### src/rtl/mapper_bus_replayer.sv
// mapper_bus_replayer
//
// Bus master for the mapper-side CPU bus. It replays a stream of register
// accesses (writes and reads) into the enabled mapper, e.g. for save-state
// restore or the mapper test harness. While a replay runs, the CPU is paused
// and the bus carries the replay registers. Otherwise the CPU bus passes
// straight through.
//
// Parameters:
//   GAP_CYCLES  idle ce slots inserted after every replayed access (0..3)
//
// Ports:
//   clk, reset                 system clock, synchronous active-high reset
//   ce                         M2 strobe; mappers sample the bus when ce=1
//   cmd_valid/cmd_ready        command handshake
//   cmd_addr/cmd_data          access address / write data
//   cmd_read/cmd_last          1 = read access / final command of the replay
//   rsp_valid/rsp_data         one-clk pulse with captured read data
//   busy                       replay owns the bus
//   done                       one-clk pulse when the replay completes
//   cpu_pause                  stall request to the CPU core
//   cpu_ain/write/read/dout    CPU bus (pass-through source)
//   prg_ain/write/read/din     bus driven to the mapper
//   prg_dout                   mapper / PRG read data
module mapper_bus_replayer #(
  parameter int unsigned GAP_CYCLES = 1
) (
  input  logic        clk,
  input  logic        reset,
  input  logic        ce,
  input  logic        cmd_valid,
  output logic        cmd_ready,
  input  logic [15:0] cmd_addr,
  input  logic [7:0]  cmd_data,
  input  logic        cmd_read,
  input  logic        cmd_last,
  output logic        rsp_valid,
  output logic [7:0]  rsp_data,
  output logic        busy,
  output logic        done,
  output logic        cpu_pause,
  input  logic [15:0] cpu_ain,
  input  logic        cpu_write,
  input  logic        cpu_read,
  input  logic [7:0]  cpu_dout,
  output logic [15:0] prg_ain,
  output logic        prg_write,
  output logic        prg_read,
  output logic [7:0]  prg_din,
  input  logic [7:0]  prg_dout
);

  typedef enum logic [2:0] {
    StIdle, StPause, StArm, StSlot, StGap, StFinish
  } state_e;

  // Value of the gap counter on the final idle ce edge.
  localparam logic [1:0] GapLast = (GAP_CYCLES == 0) ? 2'd0 : 2'(GAP_CYCLES - 1);

  state_e      state_q, state_d;
  logic [15:0] ain_q, ain_d;
  logic [7:0]  din_q, din_d;
  logic        write_q, write_d;
  logic        read_q, read_d;
  logic        last_q, last_d;
  logic [1:0]  gap_q, gap_d;
  logic        rsp_valid_q, rsp_valid_d;
  logic [7:0]  rsp_data_q, rsp_data_d;

  always_comb begin
    state_d     = state_q;
    ain_d       = ain_q;
    din_d       = din_q;
    write_d     = write_q;
    read_d      = read_q;
    last_d      = last_q;
    gap_d       = gap_q;
    rsp_valid_d = 1'b0;
    rsp_data_d  = rsp_data_q;

    unique case (state_q)
      StIdle: begin
        if (cmd_valid) state_d = StPause;
      end
      // The first ce edge seen here is the CPU's last bus slot.
      StPause: begin
        if (ce) begin
          state_d = StArm;
          ain_d   = '0;
          din_d   = '0;
          write_d = 1'b0;
          read_d  = 1'b0;
        end
      end
      StArm: begin
        if (cmd_valid) begin
          ain_d   = cmd_addr;
          din_d   = cmd_data;
          write_d = ~cmd_read;
          read_d  = cmd_read;
          last_d  = cmd_last;
          state_d = StSlot;
        end
      end
      // The mapper samples on this ce edge; strobes drop on the same edge,
      // the address is held through the gap.
      StSlot: begin
        if (ce) begin
          write_d = 1'b0;
          read_d  = 1'b0;
          gap_d   = 2'd0;
          if (read_q) begin
            rsp_valid_d = 1'b1;
            rsp_data_d  = prg_dout;
          end
          if (GAP_CYCLES == 0) state_d = last_q ? StFinish : StArm;
          else                 state_d = StGap;
        end
      end
      StGap: begin
        if (ce) begin
          if (gap_q == GapLast) state_d = last_q ? StFinish : StArm;
          else                  gap_d = gap_q + 2'd1;
        end
      end
      StFinish: begin
        state_d = StIdle;
      end
      default: begin
        state_d = StIdle;
      end
    endcase
  end

  always_ff @(posedge clk) begin
    if (reset) begin
      state_q     <= StIdle;
      ain_q       <= '0;
      din_q       <= '0;
      write_q     <= 1'b0;
      read_q      <= 1'b0;
      last_q      <= 1'b0;
      gap_q       <= '0;
      rsp_valid_q <= 1'b0;
      rsp_data_q  <= '0;
    end else begin
      state_q     <= state_d;
      ain_q       <= ain_d;
      din_q       <= din_d;
      write_q     <= write_d;
      read_q      <= read_d;
      last_q      <= last_d;
      gap_q       <= gap_d;
      rsp_valid_q <= rsp_valid_d;
      rsp_data_q  <= rsp_data_d;
    end
  end

  always_comb begin
    busy      = (state_q == StArm) || (state_q == StSlot) || (state_q == StGap);
    cpu_pause = busy || (state_q == StPause);
    cmd_ready = (state_q == StArm);
    done      = (state_q == StFinish);
    rsp_valid = rsp_valid_q;
    rsp_data  = rsp_data_q;
    // CPU strobes are ignored while the replay owns the bus.
    prg_ain   = busy ? ain_q   : cpu_ain;
    prg_write = busy ? write_q : cpu_write;
    prg_read  = busy ? read_q  : cpu_read;
    prg_din   = busy ? din_q   : cpu_dout;
  end

endmodule

### config.mk
export PLATFORM = sky130hd
export DESIGN_NAME = mapper_bus_replayer
export DESIGN_NICKNAME = d
export VERILOG_FILES = /design/src/rtl/mapper_bus_replayer.sv
export SDC_FILE = /design/constraint.sdc
export NUM_CORES = 1
export LEC_CHECK = 0
export ABC_AREA = 1
export BUFFER_PORTS_ARGS = -buffer_cell sky130_fd_sc_hd__buf_2
export CORE_ASPECT_RATIO = 1.75
export CORE_UTILIZATION = 46
export DETAILED_ROUTE_END_ITERATION = 8
export PLACE_DENSITY_LB_ADDON = 0.2
export RECOVER_POWER = 50
export SYNTH_ARGS = -nofsm -noshare
export SYNTH_HDL_FRONTEND = slang
export SYNTH_SLANG_ARGS = --single-unit
### constraint.sdc
create_clock -name clk -period 1.7 [get_ports clk]
set_clock_uncertainty 0.15 [all_clocks]
set_input_delay 0.085 -clock clk [delete_from_list [all_inputs] [get_ports clk]]
set_output_delay 0.085 -clock clk [all_outputs]
set_load 0.1 [all_outputs]
==> qor.txt, run 1 <==
Final HPWL DP = 4980 um
Initial Util = 0.481
largest net degree at the start of global routing = 28
Inst Count DP = 510
error message = [ERROR DPL-0038] Utilization greater than 100%, impossible to legalize
cts bufs inserted = 5
Post-Synthesis Cells = 352
Die H = 91.8 um
Stop stage = global routing (5_1_grt)
Die X = 53.3 um
yosys warns = 0
Seq/Total Area, Yosys = 0.387
Syn Area/Cell = 6.02 um^2
synth unique cells = 22
post-synthesis cell area = 2120 um^2
run status = aborted with a tool error
I/O Buffers = 102
clk sink count = 41
GR repair worst EP = prg_din[4]
Final GP Congestion = 0.814
I/O pins = 103
dpl ws = -0.0533 ns
Syn Nets = 417
Worst End Pin Type = output port
Max H-tree Level = 2
Site Rows = 32
Clock Path Buffers = 2
clk root buf = clkbuf_8
#FFs+latches synth = 41
==> cell usage after synthesis (all sizes together) <==
cell	count	area share
nand3	8	0.019
nor3	1	0.0024
a21oi	7	0.017
nor2	77	0.15
o21ai	16	0.038
clkbuf	3	0.0053
nand2	170	0.31
buf	12	0.036
inv	12	0.024
dfxtp	41	0.39
o22ai	1	0.0030
ha	1	0.0059
clkinv	1	0.0018
nand3b	2	0.0071
==> metrics by stage <==
step           hold WS (ns)  area [um^2]
4_1_cts             0.00352         4190
3_3_place_gp          0.164         3540
3_5_place_dp          0.168         3540
2_1_floorplan       0.00407         2440
==> cell families after synthesis <==
logic type / after synthesis / synth area share
simple gates: 258 / 0.483
flops: 41 / 0.387
buf+inv: 28 / 0.0667
compound gates: 24 / 0.0573
fa+ha+maj: 1 / 0.00590
==> repair_timing <==
action,4_1_cts
endpoints found under the setup margin,28
gates cloned,4
endpoints found under the hold margin,37
hold buffers,33
pin swaps,2
resized for setup,40
setup buffers,9
==> run 2, diff against run 1 <==
CORE_ASPECT_RATIO = default   (was 1.75)
CORE_UTILIZATION = 40   (was 46)
PLACE_DENSITY_LB_ADDON = 0.15   (was 0.2)
==> run 2 against run 1 <==
Compared with the run above: the flow now finishes, with violations (setup timing); synthesized cell count did not move; synthesized area stayed put.
==> qor.txt, run 2 <==
via count = 2859
Non-Filler Instances = 588
CP endpoint kind = primary output
Seq/Total Area, Yosys = 0.387 (unchanged)
crit path DAT = 1.68 ns
#FFs+latches synth = 41 (unchanged)
number of max-cap violations = 0
Max H-tree Level = 2 (unchanged)
share of layout cells above drive strength 1 = 0.427
EDFF count, synth = 0 (unchanged)
post-synth top area cell = dfxtp_1
Hold Crit Class = in2reg
cts bufs inserted = 5 (unchanged)
I/O pins = 103 (unchanged)
residual DRC count = 0
initial antenna violation count = 0
final slew viol count = 0
worst vdd ir = 0.809 mV
TritonCTS clock tree = yes
first-pass GRT wire length = 10800 um
worst-margin pin slew = 0.547 ns
setup TNS = -5.16 ns
dpl ws = -0.00295 ns (+0.0504 ns)
vias in the first global route = 2628
Pint = 0.00300 W
clk root buf = clkbuf_8
Syn Nets = 417 (unchanged)
commonest non-fill, non-tap cells in the layout = nand2_1, nor2_1, buf_2, dfxtp_1, dlygate4sd3_1
slack of the critical path = -0.214 ns
total grt overflow = 0
Sw Ratio = 0.478
I/O Buffers = 102 (unchanged)
Layout Nets = 582
clock edge transition at the registers on the reported setup and hold paths = 0.08 ns
Ant. Diodes = 0
CP cell instances = buf_6 -> nand2_4 -> nor2_8 -> nor2_4 -> inv_4 -> buf_4 -> nand2_1 -> nand2_2 -> buf_12
Final GP Congestion = 0.894 (+9.9%)
area of the core = 5110 um^2
Max transition margin = 0.637
post-synthesis cell area = 2120 um^2 (unchanged)
Peak Freq = 523 MHz
final worst path period share = 1.13
CP peak stage delay = 0.37 ns
Async S/R FF share, synth = 0 (unchanged)
combinational share of power = 0.641
Setup crit start kind = register
yosys warns = 0 (unchanged)
Total GRT Usage = 0.252
Die X = 74.8 um (+40%)
die area = 5590 um^2
run status = finished with violations
number of flip-flops in the largest register = 16
minimum clock period = 1.91 ns
post-DR wirelength/cell = 13.2 um
unrepaired setup endpoints after global routing = true
Initial Util = 0.415 (-0.0663)
violated checks = setup timing
overall power consumption = 0.00575 W
largest net degree at the start of global routing = 27
Syn Area/Cell = 6.02 um^2 (unchanged)
Die H = 74.8 um (-19%)
clk_lat worst skew = 0.29 ns
CP max-delay cell = dfxtp_4
synth unique cells = 22 (unchanged)
Inst Count DP = 534 (+4.7%)
hold_ws = 0.0569 ns
Post-synth top flop = dfxtp_1
final hold viol count = 0
largest cells by area after synthesis = dfxtp_1, nand2_1, nor2_1
switching power = 0.00275 W
Synth top cells by count = nand2_1, nor2_1, dfxtp_1
clock network fraction of design power = 0.144
Post-Synthesis Cells = 352 (unchanged)
clk sink count = 41 (unchanged)
Clock Path Buffers = 2 (unchanged)
ANT nets after route = 0
Detailed Route Iter0 Violations = 150
most frequent cell after synthesis = nand2_1
Leakage = 2.09 nW
worst setup path category = reg2out
Site Rows = 26 (-19%)
final WL = 7740 um
Final HPWL DP = 4550 um (-8.6%)
Pwr Density = 1320 nW/um^2
DRT Pass-1 Iters = 5
Worst Path Max Fanout = 8
share of power burned in registers = 0.215
commonest non-fill, non-tap cell in the layout = nand2_1
area grow syn2layout = 105%
Largest Register = ain_q
endpoints failing setup = 37
Worst EP required = 1.46 ns
Synth top area share = 0.387 (unchanged)
routed vias/inst = 4.86
[run 2: cell counts after synthesis]
Identical to the previous run, type by type.
[run 2: kinds of logic after synthesis]
group / share of synthesized area
simple gates: 0.483
flops: 0.387
buf+inv: 0.0667
compound gates: 0.0573
fa+ha+maj: 0.00590
[run 2: layout make-up]
cell class	count	area, um^2
clock buffers	6	82.6
clock inverters	2	37.5
fillers	270	757
inverters	13	63.8
multi-input cells	283	1560
flip-flops and latches	41	830
well taps	70	87.6
repair buffers	173	1690
[run 2: through the flow]
stage,utilization,cell area (um^2)
final,0.852,4350
after global routing,0.852,4350
after detailed placement,0.704,3600
after floorplan,-,2440
after global placement,0.704,3600
after CTS,0.826,4220
[run 2: worst paths after layout]
check	cells past startpoint	end	slack, ns	start
max	9	prg_ain[2]	-0.21	state_q[1]
min	4	last_q	0.06	cmd_valid
max reg2reg	9	rsp_data[6]	-0.06	state_q[1]
min reg2reg	2	gap_q[0]	0.33	gap_q[0]
[run 2: what timing repair did]
| item | CTS | global route |
|---|---|---|
| resized for setup | 32 | 21 |
| hold buffers | 36 | 0 |
| cloned | 0 | 4 |
| hold endpoints to repair | 40 | 0 |
| setup buffers | 5 | 1 |
| pin swaps | 3 | 0 |
| setup endpoints to repair | 28 | 50 |
[run 2: critical path, delay by kind of cell (launching register included)]
kind / cells / cell delay [ns]
buffers and inverters: 4 / 0.56
and+or+nand+nor: 5 / 0.47
DFF: 1 / 0.37
[run 2: per-layer routing]
metal / GRT usage / part of all wire / up-vias
met5: 0 / 0 / -
met4: 0.0797 / 0.019 / 0
met3: 0.0442 / 0.047 / 19
met2: 0.503 / 0.55 / 108
met1: 0.265 / 0.38 / 1318
li1: - / - / 1414
[run 2: power groups by stage]
stage	combinational (W)	sequential (W)	clock [W]
after floorplan	0.00221	0.00122	0
after global placement	0.00325	0.00122	0
after detailed placement	0.00329	0.00123	0
after CTS	0.00347	0.00123	0.000830
after global routing	0.00388	0.00125	0.000879
final	0.00369	0.00124	0.000827
Note: power is estimated with default switching activity, not from simulation.
==> run 3, diff against run 2 <==
SKIP_CTS_REPAIR_TIMING = 1   (was default)
==> run 3 against run 2 <==
Compared with the run above: the flow finishes with violations (hold timing, setup timing); register-to-register slack better by 0.13 ns; design area is 2.6% lower; count of clock-buffer cells in the layout stayed put; routed wire length is 9.6% lower; critical path depth is 1 higher; via count is 4.2% lower; sequential share of layout area is 0.56 points higher; global-route usage is 3.9 points lower; final cell count is 2.0% lower; combinational power is 4% lower; utilization is 2.2 points lower; critical path type unchanged; critical endpoint is now prg_ain[10].
==> qor.txt, run 3 (synthesized netlist as in run 2, its figures left out) <==
initial antenna violation count = 0 (unchanged)
Inst Count DP = 534 (unchanged)
I/O Buffers = 102 (unchanged)
residual DRC count = 0 (unchanged)
r2r worst-path depth = 10 (+1)
post-DR wirelength/cell = 12.1 um (-7.7%)
Layout fillers = 316 (+17%)
Die H = 74.8 um (unchanged)
ANT nets after route = 0 (unchanged)
clk sink count = 41 (unchanged)
violated checks = hold timing, setup timing
final design utilization = 0.830 (-0.0218)
number of cells on the worst hold path = 5 (+1)
area grow syn2layout = 100%
Final GP Congestion = 0.894 (unchanged)
run status = finished with violations
TritonCTS clock tree = yes
dpl ws = -0.00295 ns (unchanged)
I/O pins = 103 (unchanged)
Leakage = 2.16 nW (+3.1%)
hold_ws = -0.0403 ns (-0.0972 ns)
CP peak stage delay = 0.37 ns (about the same)
reg-to-reg startpoint = state_q[0]
cts bufs inserted = 5 (unchanged)
Final HPWL DP = 4550 um (unchanged)
worst vdd ir = 0.807 mV (-0.17%)
Worst EP required = 1.46 ns (about the same)
Worst Hold End = din_q[6]
Setup crit start kind = register
worst setup path category = reg2out
Clock Path Buffers = 2 (unchanged)
commonest non-fill, non-tap cell in the layout = nand2_1
DRT Pass-1 Iters = 4 (-1)
endpoints failing setup = 28 (-24%)
largest net degree at the start of global routing = 27 (unchanged)
clk root buf = clkbuf_8
worst flop-to-flop path endpoint = ain_q[8]
first-pass GRT wire length = 9220 um (-15%)
CP max-delay cell = dfxtp_4
Hold Crit Class = in2reg
vias in the first global route = 2268 (-14%)
minimum clock period = 1.98 ns (+0.0691 ns)
Detailed Route Iter0 Violations = 141 (-6.0%)
Worst Path Max Fanout = 8 (unchanged)
clock edge transition at the registers on the reported setup and hold paths = 0.08 ns (about the same)
final hold viol count = 4 (+4)
CP startpoint = state_q[1]
routed vias/inst = 4.75 (-2.2%)
number of max-cap violations = 0 (unchanged)
CP endpoint kind = primary output
area of the core = 5110 um^2 (unchanged)
crit path DAT = 1.75 ns (+0.07 ns)
Die X = 74.8 um (unchanged)
final WL = 7000 um (-9.6%)
share of layout cells above drive strength 1 = 0.415 (-0.0116)
unrepaired setup endpoints after global routing = true
final worst path period share = 1.17 (+0.0407)
number of flip-flops in the largest register = 16 (unchanged)
Non-Filler Instances = 576 (-2.0%)
Site Rows = 26 (unchanged)
Largest Register = ain_q
post-route cell area = 4240 um^2 (-2.6%)
Peak Freq = 504 MHz (-3.5%)
R2R Setup Slk = 0.07 ns (+0.13 ns)
HP Start = cmd_data[6]
Ant. Diodes = 0 (unchanged)
Placed Area = 3600 um^2 (unchanged)
Max transition margin = 0.636 (-0.00106)
worst-margin pin slew = 0.549 ns (+0.00160 ns)
Pwr Density = 1330 nW/um^2 (+0.33%)
total grt overflow = 0 (unchanged)
commonest non-fill, non-tap cells in the layout = nand2_1, nor2_1, buf_2, dfxtp_1, buf_12
Initial Util = 0.415 (unchanged)
Max H-tree Level = 2 (unchanged)
slack of the critical path = -0.283 ns (-0.0691 ns)
via count = 2738 (-4.2%)
clk_lat worst skew = 0.29 ns (about the same)
Total GRT Usage = 0.213 (-0.0390)
die area = 5590 um^2 (unchanged)
final slew viol count = 0 (unchanged)
Layout Nets = 570 (-2.1%)
CP cell instances = nand2_4 -> nor2_4 -> inv_2 -> nand2_2 -> nor2_4 -> clkinv_4 -> buf_4 -> nand2_4 -> nand2_8 -> buf_12
-- run 3: cell count changes in the layout (fill, tap and decap cells not counted), sizes merged --
cell,previous run,this run
dlygate4sd3,36,29
clkbuf,17,16
buf,126,122
-- run 3: per-layer routing --
metal | wire length [um] | part of all wire | GRT usage
met5 | 0 | 0 | 0
met4 | 123 | 0.018 | 0.0524
met3 | 330 | 0.047 | 0.0402
met2 | 3830 | 0.55 | 0.421
met1 | 2710 | 0.39 | 0.231
-- run 3: worst max-delay path by stage --
stage          slack (ns)           to
3_3_place_gp         0.07   prg_din[4]
3_5_place_dp       -0.003   prg_din[6]
5_1_grt             -0.37  prg_ain[10]
6_report            -0.28  prg_ain[10]
2_1_floorplan       -0.25         done
4_1_cts             -0.33   prg_din[6]
-- run 3: cell type report --
type                       count  area [um^2]  share of cell area
timing repair buffer         161         1550               0.365
multi-input combinational    283         1600               0.376
sequential                    41          832               0.196
clock buffer                   6         82.6              0.0195
clock inverter                 2         37.5             0.00885
inverter                      13         58.8              0.0139
tap                           70         87.6              0.0207
-- run 3: through the flow --
step	hold WS [ns]	power (W)	setup TNS (ns)
2_1_floorplan	0.00407	0.00344	-0.322
3_3_place_gp	0.162	0.00447	0
3_5_place_dp	0.169	0.00452	-0.00488
4_1_cts	-0.145	0.00534	-7.81
5_1_grt	0.00261	0.00589	-9.41
6_report	-0.0403	0.00563	-6.71
-- run 3: power breakdown --
part / switching (W) / internal [W]
registers: 0.000138 / 0.00112
clock network: 0.000340 / 0.000477
logic: 0.00223 / 0.00133
-- run 3: critical path, delay by kind of cell, from the launching register on --
family,cells,cell delay [ns]
buf+inv,4,0.58
simple gates,6,0.52
flops,1,0.37
